File: src/rtl/bus_pkg.sv
`default_nettype none
// ============================================================================
//  Module      : bus_pkg
//  Description : Shared packet layout, type encodings and reply builder for
//                Top_bus device endpoints.
//  Revision    : 1.0 - initial release
// ============================================================================
package bus_pkg;

  localparam int         PCKG_SZ   = 65;
  localparam logic [2:0] BROADCAST = 3'b111;

  // Field bit positions within a packet
  localparam int DEST_HI = 64;
  localparam int DEST_LO = 62;
  localparam int TYPE_HI = 61;
  localparam int TYPE_LO = 60;
  localparam int SRC_HI  = 59;
  localparam int SRC_LO  = 57;
  localparam int ADDR_HI = 56;
  localparam int ADDR_LO = 53;
  localparam int DATA_HI = 31;
  localparam int DATA_LO = 0;

  typedef enum logic [1:0] {
    PKT_WRITE = 2'b00,
    PKT_READ  = 2'b01,
    PKT_RESP  = 2'b10,
    PKT_PING  = 2'b11
  } pkt_type_e;

  typedef struct packed {
    logic [2:0]  dest;
    pkt_type_e   ptype;
    logic [2:0]  src;
    logic [3:0]  addr;
    logic [20:0] rsvd;
    logic [31:0] data;
  } bus_pkt_t;

  // Reply packets always carry the RESP type; the 57-bit tail is
  // everything below the src field.
  function automatic bus_pkt_t make_resp(input logic [2:0]  dest,
                                         input logic [2:0]  src,
                                         input logic [56:0] tail);
    bus_pkt_t p;
    p = bus_pkt_t'({dest, PKT_RESP, src, tail});
    return p;
  endfunction

endpackage
`default_nettype wire

File: src/rtl/responder_fifo.sv
`default_nettype none
// ============================================================================
//  Module      : responder_fifo
//  Description : Synchronous FIFO with occupancy count; a push and a pop on
//                the same edge are both honoured.
//  Revision    : 1.0 - initial release
// ============================================================================
module responder_fifo #(
  parameter  int WIDTH = bus_pkg::PCKG_SZ,
  parameter  int DEPTH = 4,
  localparam int AW    = $clog2(DEPTH),
  localparam int CW    = AW + 1
) (
  input  logic             clk,
  input  logic             rst,
  input  logic             push,
  input  logic [WIDTH-1:0] din,
  input  logic             pop,
  output logic [WIDTH-1:0] dout,
  output logic             full,
  output logic             empty,
  output logic [CW-1:0]    count
);

  localparam logic [CW-1:0] c_depth = CW'(DEPTH);

  logic [WIDTH-1:0] r_mem [DEPTH];
  logic [AW-1:0]    r_wr_ptr;
  logic [AW-1:0]    r_rd_ptr;
  logic [CW-1:0]    r_count;
  logic             w_wr;
  logic             w_rd;

  assign full  = (r_count == c_depth);
  assign empty = (r_count == '0);
  assign count = r_count;
  assign dout  = r_mem[r_rd_ptr];

  // A pop frees a slot on the same edge, so a push into a full FIFO is
  // allowed when it is paired with a pop.
  assign w_rd = pop && !empty;
  assign w_wr = push && (!full || w_rd);

  // Storage array; contents need no reset since occupancy tracks validity
  always_ff @(posedge clk) begin
    if (w_wr) begin
      r_mem[r_wr_ptr] <= din;
    end
  end

  // Pointer and occupancy bookkeeping
  always_ff @(posedge clk) begin
    if (rst) begin
      r_wr_ptr <= '0;
      r_rd_ptr <= '0;
      r_count  <= '0;
    end else begin
      if (w_wr) r_wr_ptr <= r_wr_ptr + 1'b1;
      if (w_rd) r_rd_ptr <= r_rd_ptr + 1'b1;
      case ({w_wr, w_rd})
        2'b10:   r_count <= r_count + 1'b1;
        2'b01:   r_count <= r_count - 1'b1;
        default: r_count <= r_count;
      endcase
    end
  end

endmodule
`default_nettype wire

File: src/rtl/device_responder.sv
`default_nettype none
// ============================================================================
//  Module      : device_responder
//  Description : Bus target endpoint. Pops packets for this ID (or broadcast
//                writes), services WRITE/READ/PING against a 16x32 register
//                file and queues RESP packets back onto the bus.
//  Revision    : 1.0 - initial release
// ============================================================================
module device_responder #(
  parameter logic [2:0] MY_ID   = 3'd1,
  parameter int         DEPTH   = 4,
  parameter int         PCKG_SZ = 65
) (
  input  logic               clk,
  input  logic               reset,
  input  logic               pndng,
  input  logic [PCKG_SZ-1:0] D_pop,
  output logic               pop,
  output logic               push,
  output logic [PCKG_SZ-1:0] D_push,
  output logic [15:0]        rx_count,
  output logic [15:0]        drop_count
);

  import bus_pkg::*;

  localparam int            CW          = $clog2(DEPTH) + 1;
  localparam logic [CW-1:0] c_depth     = CW'(DEPTH);
  localparam logic [1:0]    c_st_idle   = 2'd0;
  localparam logic [1:0]    c_st_pop    = 2'd1;
  localparam logic [1:0]    c_st_decode = 2'd2;

  // Receive FSM
  logic [1:0]         r_state;
  logic [1:0]         w_state_nxt;
  logic               w_start;
  logic               w_pop_nxt;
  logic               w_decode;
  logic               r_pop;
  logic [PCKG_SZ-1:0] r_pkt;

  // Decoded fields of the latched packet
  logic [2:0]         w_dest;
  pkt_type_e          w_type;
  logic [2:0]         w_src;
  logic [3:0]         w_addr;
  logic [31:0]        w_data;
  logic               w_accept;
  logic               w_need_reply;
  logic [56:0]        w_reply_tail;
  bus_pkt_t           w_reply;
  logic [PCKG_SZ-1:0] w_reply_bits;
  logic               w_enq;

  // Register file and statistics
  logic [31:0]        r_regs [16];
  logic [15:0]        r_rx_count;
  logic [15:0]        r_drop_count;

  // Reply queue and transmitter
  logic               w_fifo_push;
  logic               w_fifo_pop;
  logic [PCKG_SZ-1:0] w_fifo_dout;
  logic               w_fifo_full;
  logic               w_fifo_empty;
  logic [CW-1:0]      w_fifo_count;
  logic               w_tx_valid;
  logic [PCKG_SZ-1:0] w_tx_data;
  logic               w_tx_fire;
  logic               w_tx_hold;
  logic               r_push;
  logic [PCKG_SZ-1:0] r_d_push;

  // Transmitter stall tie-off; inactive in normal operation
  assign w_tx_hold = 1'b0;

  // ---------------------------------------------------------------------------
  // Receive side
  // ---------------------------------------------------------------------------
  // Only start a transaction when a reply slot is guaranteed; the FSM is
  // serial so nothing else can enqueue before this packet's DECODE.
  assign w_start = (r_state == c_st_idle) && pndng && (w_fifo_count < c_depth);

  // State register, pop strobe and packet capture
  always_ff @(posedge clk) begin
    if (reset) begin
      r_state <= c_st_idle;
      r_pop   <= 1'b0;
      r_pkt   <= '0;
    end else begin
      r_state <= w_state_nxt;
      r_pop   <= w_pop_nxt;
      if (w_start) r_pkt <= D_pop;
    end
  end

  // Next-state logic: fixed IDLE -> POP -> DECODE loop
  always_comb begin
    w_state_nxt = r_state;
    case (r_state)
      c_st_idle:   if (w_start) w_state_nxt = c_st_pop;
      c_st_pop:    w_state_nxt = c_st_decode;
      c_st_decode: w_state_nxt = c_st_idle;
      default:     w_state_nxt = c_st_idle;
    endcase
  end

  // Output decode: pop is registered from the upcoming state
  always_comb begin
    w_pop_nxt = (w_state_nxt == c_st_pop);
    w_decode  = (r_state == c_st_decode);
  end

  assign w_dest = r_pkt[DEST_HI:DEST_LO];
  assign w_type = pkt_type_e'(r_pkt[TYPE_HI:TYPE_LO]);
  assign w_src  = r_pkt[SRC_HI:SRC_LO];
  assign w_addr = r_pkt[ADDR_HI:ADDR_LO];
  assign w_data = r_pkt[DATA_HI:DATA_LO];

  // Broadcast READ/PING are refused so a single request cannot trigger
  // replies from every device at once.
  assign w_accept = ((w_dest == MY_ID)     && (w_type != PKT_RESP)) ||
                    ((w_dest == BROADCAST) && (w_type == PKT_WRITE));

  assign w_need_reply = w_accept && ((w_type == PKT_READ) || (w_type == PKT_PING));

  // READ returns the current register; PING echoes the original tail
  assign w_reply_tail = (w_type == PKT_READ) ? {w_addr, 21'b0, r_regs[w_addr]}
                                             : r_pkt[ADDR_HI:0];
  assign w_reply      = make_resp(w_src, MY_ID, w_reply_tail);
  assign w_reply_bits = w_reply;
  assign w_enq        = w_decode && w_need_reply && !w_fifo_full;

  // Register file writes and saturating accept/drop counters
  always_ff @(posedge clk) begin
    if (reset) begin
      for (int i = 0; i < 16; i++) r_regs[i] <= '0;
      r_rx_count   <= '0;
      r_drop_count <= '0;
    end else if (w_decode) begin
      if (w_accept) begin
        if (w_type == PKT_WRITE) r_regs[w_addr] <= w_data;
        if (r_rx_count != 16'hFFFF) r_rx_count <= r_rx_count + 16'd1;
      end else begin
        if (r_drop_count != 16'hFFFF) r_drop_count <= r_drop_count + 16'd1;
      end
    end
  end

  // ---------------------------------------------------------------------------
  // Transmit side
  // ---------------------------------------------------------------------------
  // A reply produced while the queue is empty bypasses storage so it can
  // leave on the same edge it is generated.
  assign w_tx_valid  = !w_fifo_empty || w_enq;
  assign w_tx_data   = w_fifo_empty ? w_reply_bits : w_fifo_dout;
  assign w_tx_fire   = w_tx_valid && !r_push && !w_tx_hold;
  assign w_fifo_pop  = w_tx_fire && !w_fifo_empty;
  assign w_fifo_push = w_enq && !(w_fifo_empty && w_tx_fire);

  responder_fifo #(
    .WIDTH (PCKG_SZ),
    .DEPTH (DEPTH)
  ) u_reply_fifo (
    .clk   (clk),
    .rst   (reset),
    .push  (w_fifo_push),
    .din   (w_reply_bits),
    .pop   (w_fifo_pop),
    .dout  (w_fifo_dout),
    .full  (w_fifo_full),
    .empty (w_fifo_empty),
    .count (w_fifo_count)
  );

  // Push strobe with a mandatory idle cycle after each push; data is zero
  // whenever push is low.
  always_ff @(posedge clk) begin
    if (reset) begin
      r_push   <= 1'b0;
      r_d_push <= '0;
    end else if (w_tx_fire) begin
      r_push   <= 1'b1;
      r_d_push <= w_tx_data;
    end else begin
      r_push   <= 1'b0;
      r_d_push <= '0;
    end
  end

  assign pop        = r_pop;
  assign push       = r_push;
  assign D_push     = r_d_push;
  assign rx_count   = r_rx_count;
  assign drop_count = r_drop_count;

endmodule
`default_nettype wire

File: config.mk
export PLATFORM = sky130hd
export DESIGN_NAME = device_responder
export DESIGN_NICKNAME = d
export VERILOG_FILES = /design/src/rtl/bus_pkg.sv /design/src/rtl/responder_fifo.sv /design/src/rtl/device_responder.sv
export SDC_FILE = /design/constraint.sdc
export NUM_CORES = 1
export LEC_CHECK = 0
export BUFFER_PORTS_ARGS = -buffer_cell sky130_fd_sc_hd__buf_2
export CORE_ASPECT_RATIO = 0.9
export CORE_MARGIN = 5
export CORE_UTILIZATION = 55
export CTS_CLUSTER_DIAMETER = 100
export CTS_CLUSTER_SIZE = 24
export DETAILED_ROUTE_END_ITERATION = 12
export PLACE_DENSITY = 0.72
export RECOVER_POWER = 50
export SLEW_MARGIN = 10
export SYNTH_ARGS = -nofsm -noshare
export SYNTH_HDL_FRONTEND = slang
export SYNTH_SLANG_ARGS = --single-unit
File: constraint.sdc
create_clock -name clk -period 7.8 [get_ports clk]
set_input_delay 1.17 -clock clk [delete_from_list [all_inputs] [get_ports clk]]
set_output_delay 1.17 -clock clk [all_outputs]
set_load 0.03 [all_outputs]
==> impl_metrics.py <==
metrics = {
    "synth": {
        "yosys_warning_total": 0,
        "avgSynthCellArea_um2": 15.0,
        "ys_seq_area_share_pct": 67.1,
        "top_cells_by_area_synth": "sky130_fd_sc_hd__edfxtp_1 (58%), sky130_fd_sc_hd__mux4_2 (11%), sky130_fd_sc_hd__dfxtp_1 (9.0%), sky130_fd_sc_hd__and2_1 (8.3%), sky130_fd_sc_hd__nand2_1 (2.0%)",
        "yosys.area.top_type": "sky130_fd_sc_hd__edfxtp_1",
        "synth-main-ff-cell": "sky130_fd_sc_hd__edfxtp_1",
        "syn-instance-count": 2588,
        "synth_top_area_share_pct": 58.1,
        "post_synth_instance_area_mm2": 0.0389,
        "synth_edf_count": 752,
        "async_reset_ff_share_pct": 0,
        "ys_ff_latch": 927,
        "synthDistinctLibCells": 51,
    },
    "worst_setup_path": {
        "timing.critical_path.to_type": "register",
        "path_class": "register to register",
        "startpoint_type": "register",
        "crit_fanout": 61,
        "r2r_cells": 4,
        "crit_required_ns": 8.08,
        "crit_path_max_incr_delay_ns": 3.38,
        "cpMaxStageDelayCell": "sky130_fd_sc_hd__o21ai_0",
        "worst_ep_arrival_time_ns": 5.66,
        "path_cells": "or3_2, buf_4, o21ai_0, a21oi_1",
    },
    "floorplanning": {
        "starting_density_of_the_core_pct": 55.5,
        "standard_cell_row_count": 92,
        "fp.dieH_um": 262,
        "number_of_primary_i_o_pins": 167,
        "dieArea_mm2": 0.0761,
        "core_mm2": 0.0700,
        "die_width_um": 290,
    },
    "cts": {
        "cts_buffer_depth": 3,
        "cts_inserted_buffers": 44,
        "cts.root.buffer_cell": "sky130_fd_sc_hd__clkbuf_16",
        "clkSlewWorstSetupHoldPaths_ns": 0.10,
        "clock_tree_from_tritoncts": "built",
        "insertion_delay_ns": 0.63,
        "htree_levels": 2,
        "cts.repair.resized": 0,
        "hold_buffers": 0,
        "clock_sink_total": 927,
        "cts.repair_timing.setup_buffer_count": 0,
    },
    "timing": {
        "slew_headroom_pct": -199,
        "worst-slew-pin-transition_ns": 4.44,
        "report.final.hold_viol_count": 0,
        "fin_crit_ns": 5.38,
        "finalSetupTns_ns": 0,
        "layout_worst_path_cycle_share_pct": 69.0,
        "grt_setup_unrepaired": "no",
        "fmax_mhz": 186,
        "drv_slew": 622,
        "clock_skew_ns": 0.0405,
        "finalSetupViolCount": 0,
    },
    "global_routing": {
        "initial_antenna_violation_count": 2,
        "grt_pass1_vias": 21734,
        "grt_use_met2_pct": 39.4,
        "grt_busiest_layer": "met2",
        "total_global_routing_track_utilization_pct": 24.3,
        "globalRoute.totalOverflow": 0,
        "grt_start_max_net_pins": 108,
        "globalRouteMet1Util_pct": 35.0,
        "grt_first_pass_wirelength_um": 140000,
        "met3_routing_resource_usage_after_global_routing_pct": 4.55,
    },
    "route": {
        "post_drt_wl_per_cell_um": 26.2,
        "drtPass1Iterations": 5,
        "route.detailed.vias_per_inst": 6.11,
        "antenna_violating_nets_post_route": 0,
        "vias": 22127,
        "drc": 0,
        "wl_um": 95000,
        "detail_route.iter0.violations": 2799,
    },
    "layout": {
        "cell_area_after_layout_mm2": 0.0416,
        "area_delta_synth_final_pct": 6.98,
        "final_cell_mix": "sky130_fd_sc_hd__edfxtp_1 (752), sky130_fd_sc_hd__and2_1 (371), sky130_fd_sc_hd__nand2_1 (205)",
        "layout.filler_cells": 5380,
        "final_nets": 2721,
        "drive_gt1_share_pct": 14.3,
        "final_common_cell": "sky130_fd_sc_hd__edfxtp_1",
    },
    "power": {
        "pwr-share-clk_pct": 24.9,
        "leakagePower_nw": 14.1,
        "power_share_of_the_combinational_group_pct": 19.1,
        "power_frac_seq_pct": 56.0,
        "switching_share_pct": 29.8,
        "ratio_of_total_power_to_cell_area_mw_per_mm2": 252,
        "power_switching_mw": 3.11,
        "intPower_mw": 7.35,
        "ir_worst_vdd_mv": 0.263,
    },
    "outcome": {
        "run_status": "complete, but fails checks",
        "violations": "max-capacitance violations, max-slew violations",
    },
    "place": {
        "buffer_ports.inserted": 163,
        "routability_cong": 0.839,
        "place.detailed.hpwl_um": 57400,
        "placement.cell_area_mm2": 0.0405,
    },
    "hold_path": {
        "hold_path_class": "register to register",
        "min_delay_path_depth": 2,
    },
    "run": {
        "timing.max_cap.violations": 13,
    },
}
==> cells in the mapped netlist, types with 25 or more instances <==
cell type / number
sky130_fd_sc_hd__and3_1: 34
sky130_fd_sc_hd__edfxtp_1: 752
sky130_fd_sc_hd__nor2b_1: 25
sky130_fd_sc_hd__nand2_1: 205
sky130_fd_sc_hd__nor2_1: 72
sky130_fd_sc_hd__a21oi_1: 120
sky130_fd_sc_hd__a41o_1: 32
sky130_fd_sc_hd__mux4_2: 188
sky130_fd_sc_hd__dfxtp_1: 175
sky130_fd_sc_hd__a221oi_1: 32
sky130_fd_sc_hd__mux2i_1: 67
sky130_fd_sc_hd__and2_1: 517
sky130_fd_sc_hd__clkbuf_1: 160
==> critical path, delay by kind of cell, from the launching register on <==
family	cells	cell delay (ns)
buffers and inverters	1	0.35
DFF	1	0.41
AOI/OAI and AO/OA	2	3.74
and+or+nand+nor	1	0.50
==> sequential cells by signal, indices dropped and copies added (netlist names), named ones only <==
name,flops
push,1
pop,1
drop_count,16
r_regs,512
u_reply_fifo.count,3
rx_count,16
r_state,2
D_push,61
r_pkt,65
u_reply_fifo.r_wr_ptr,2
u_reply_fifo.r_rd_ptr,2
u_reply_fifo.r_mem,240
==> metrics by stage <==
step,setup WS [ns],hold WS (ns),total power [mW],cells,util [%]
after floorplan,4.54,0.432,7.20,2590,-
after global placement,3.01,0.442,7.93,3539,57.9
after detailed placement,2.85,0.445,7.98,3539,57.9
after CTS,3.50,0.458,10.5,3621,59.7
after global routing,2.16,0.478,10.8,3622,59.4
final,2.42,0.455,10.5,3622,59.4
==> layout make-up <==
class	count	area [um2]	area share [%]
Clock buffer	78	1230	2.96
Inverter	15	56.3	0.135
Tap cell	940	1180	2.83
Multi-Input combinational cell	1442	11900	28.7
Timing Repair Buffer	215	1020	2.45
Clock inverter	4	53.8	0.129
Antenna cell	1	2.50	0.00602
Sequential cell	927	26100	62.8
==> cell families (layout without fill, tap and decap cells) <==
| logic type | count (synthesis) | in the layout | synth area share, % |
|---|---|---|---|
| other cells | 1 | 4 | 0.00965 |
| flops | 927 | 927 | 67.1 |
| buf+inv | 221 | 312 | 2.39 |
| simple gates | 946 | 946 | 13.6 |
| compound gates | 221 | 221 | 3.79 |
| fa+ha+maj | 8 | 8 | 0.277 |
| xor+xnor | 6 | 6 | 0.135 |
| mux | 258 | 258 | 12.7 |
==> power by group through the flow <==
stage | logic (mW) | clock network (mW) | registers, mW
2_1_floorplan | 1.23 | 0 | 5.97
5_1_grt | 2.13 | 2.82 | 5.89
6_report | 2.00 | 2.60 | 5.86
3_5_place_dp | 2.01 | 0 | 5.97
4_1_cts | 2.02 | 2.64 | 5.86
3_3_place_gp | 1.97 | 0 | 5.96
==> worst paths after layout <==
kind                              start    endpoint  slack [ns]
setup / recovery  u_reply_fifo.count[2]  D_push[32]        2.42
hold / removal                r_pkt[42]   r_pkt[42]        0.45
setup reg to reg  u_reply_fifo.count[2]  D_push[32]        2.42
hold reg to reg               r_pkt[42]   r_pkt[42]        0.45
==> per-layer routing <==
layer	vias up	routed length, um
li1	9655	-
met1	11443	39000
met2	929	45400
met3	100	8370
met4	0	2210
met5	-	0
Note: power is estimated with default switching activity, not from simulation.
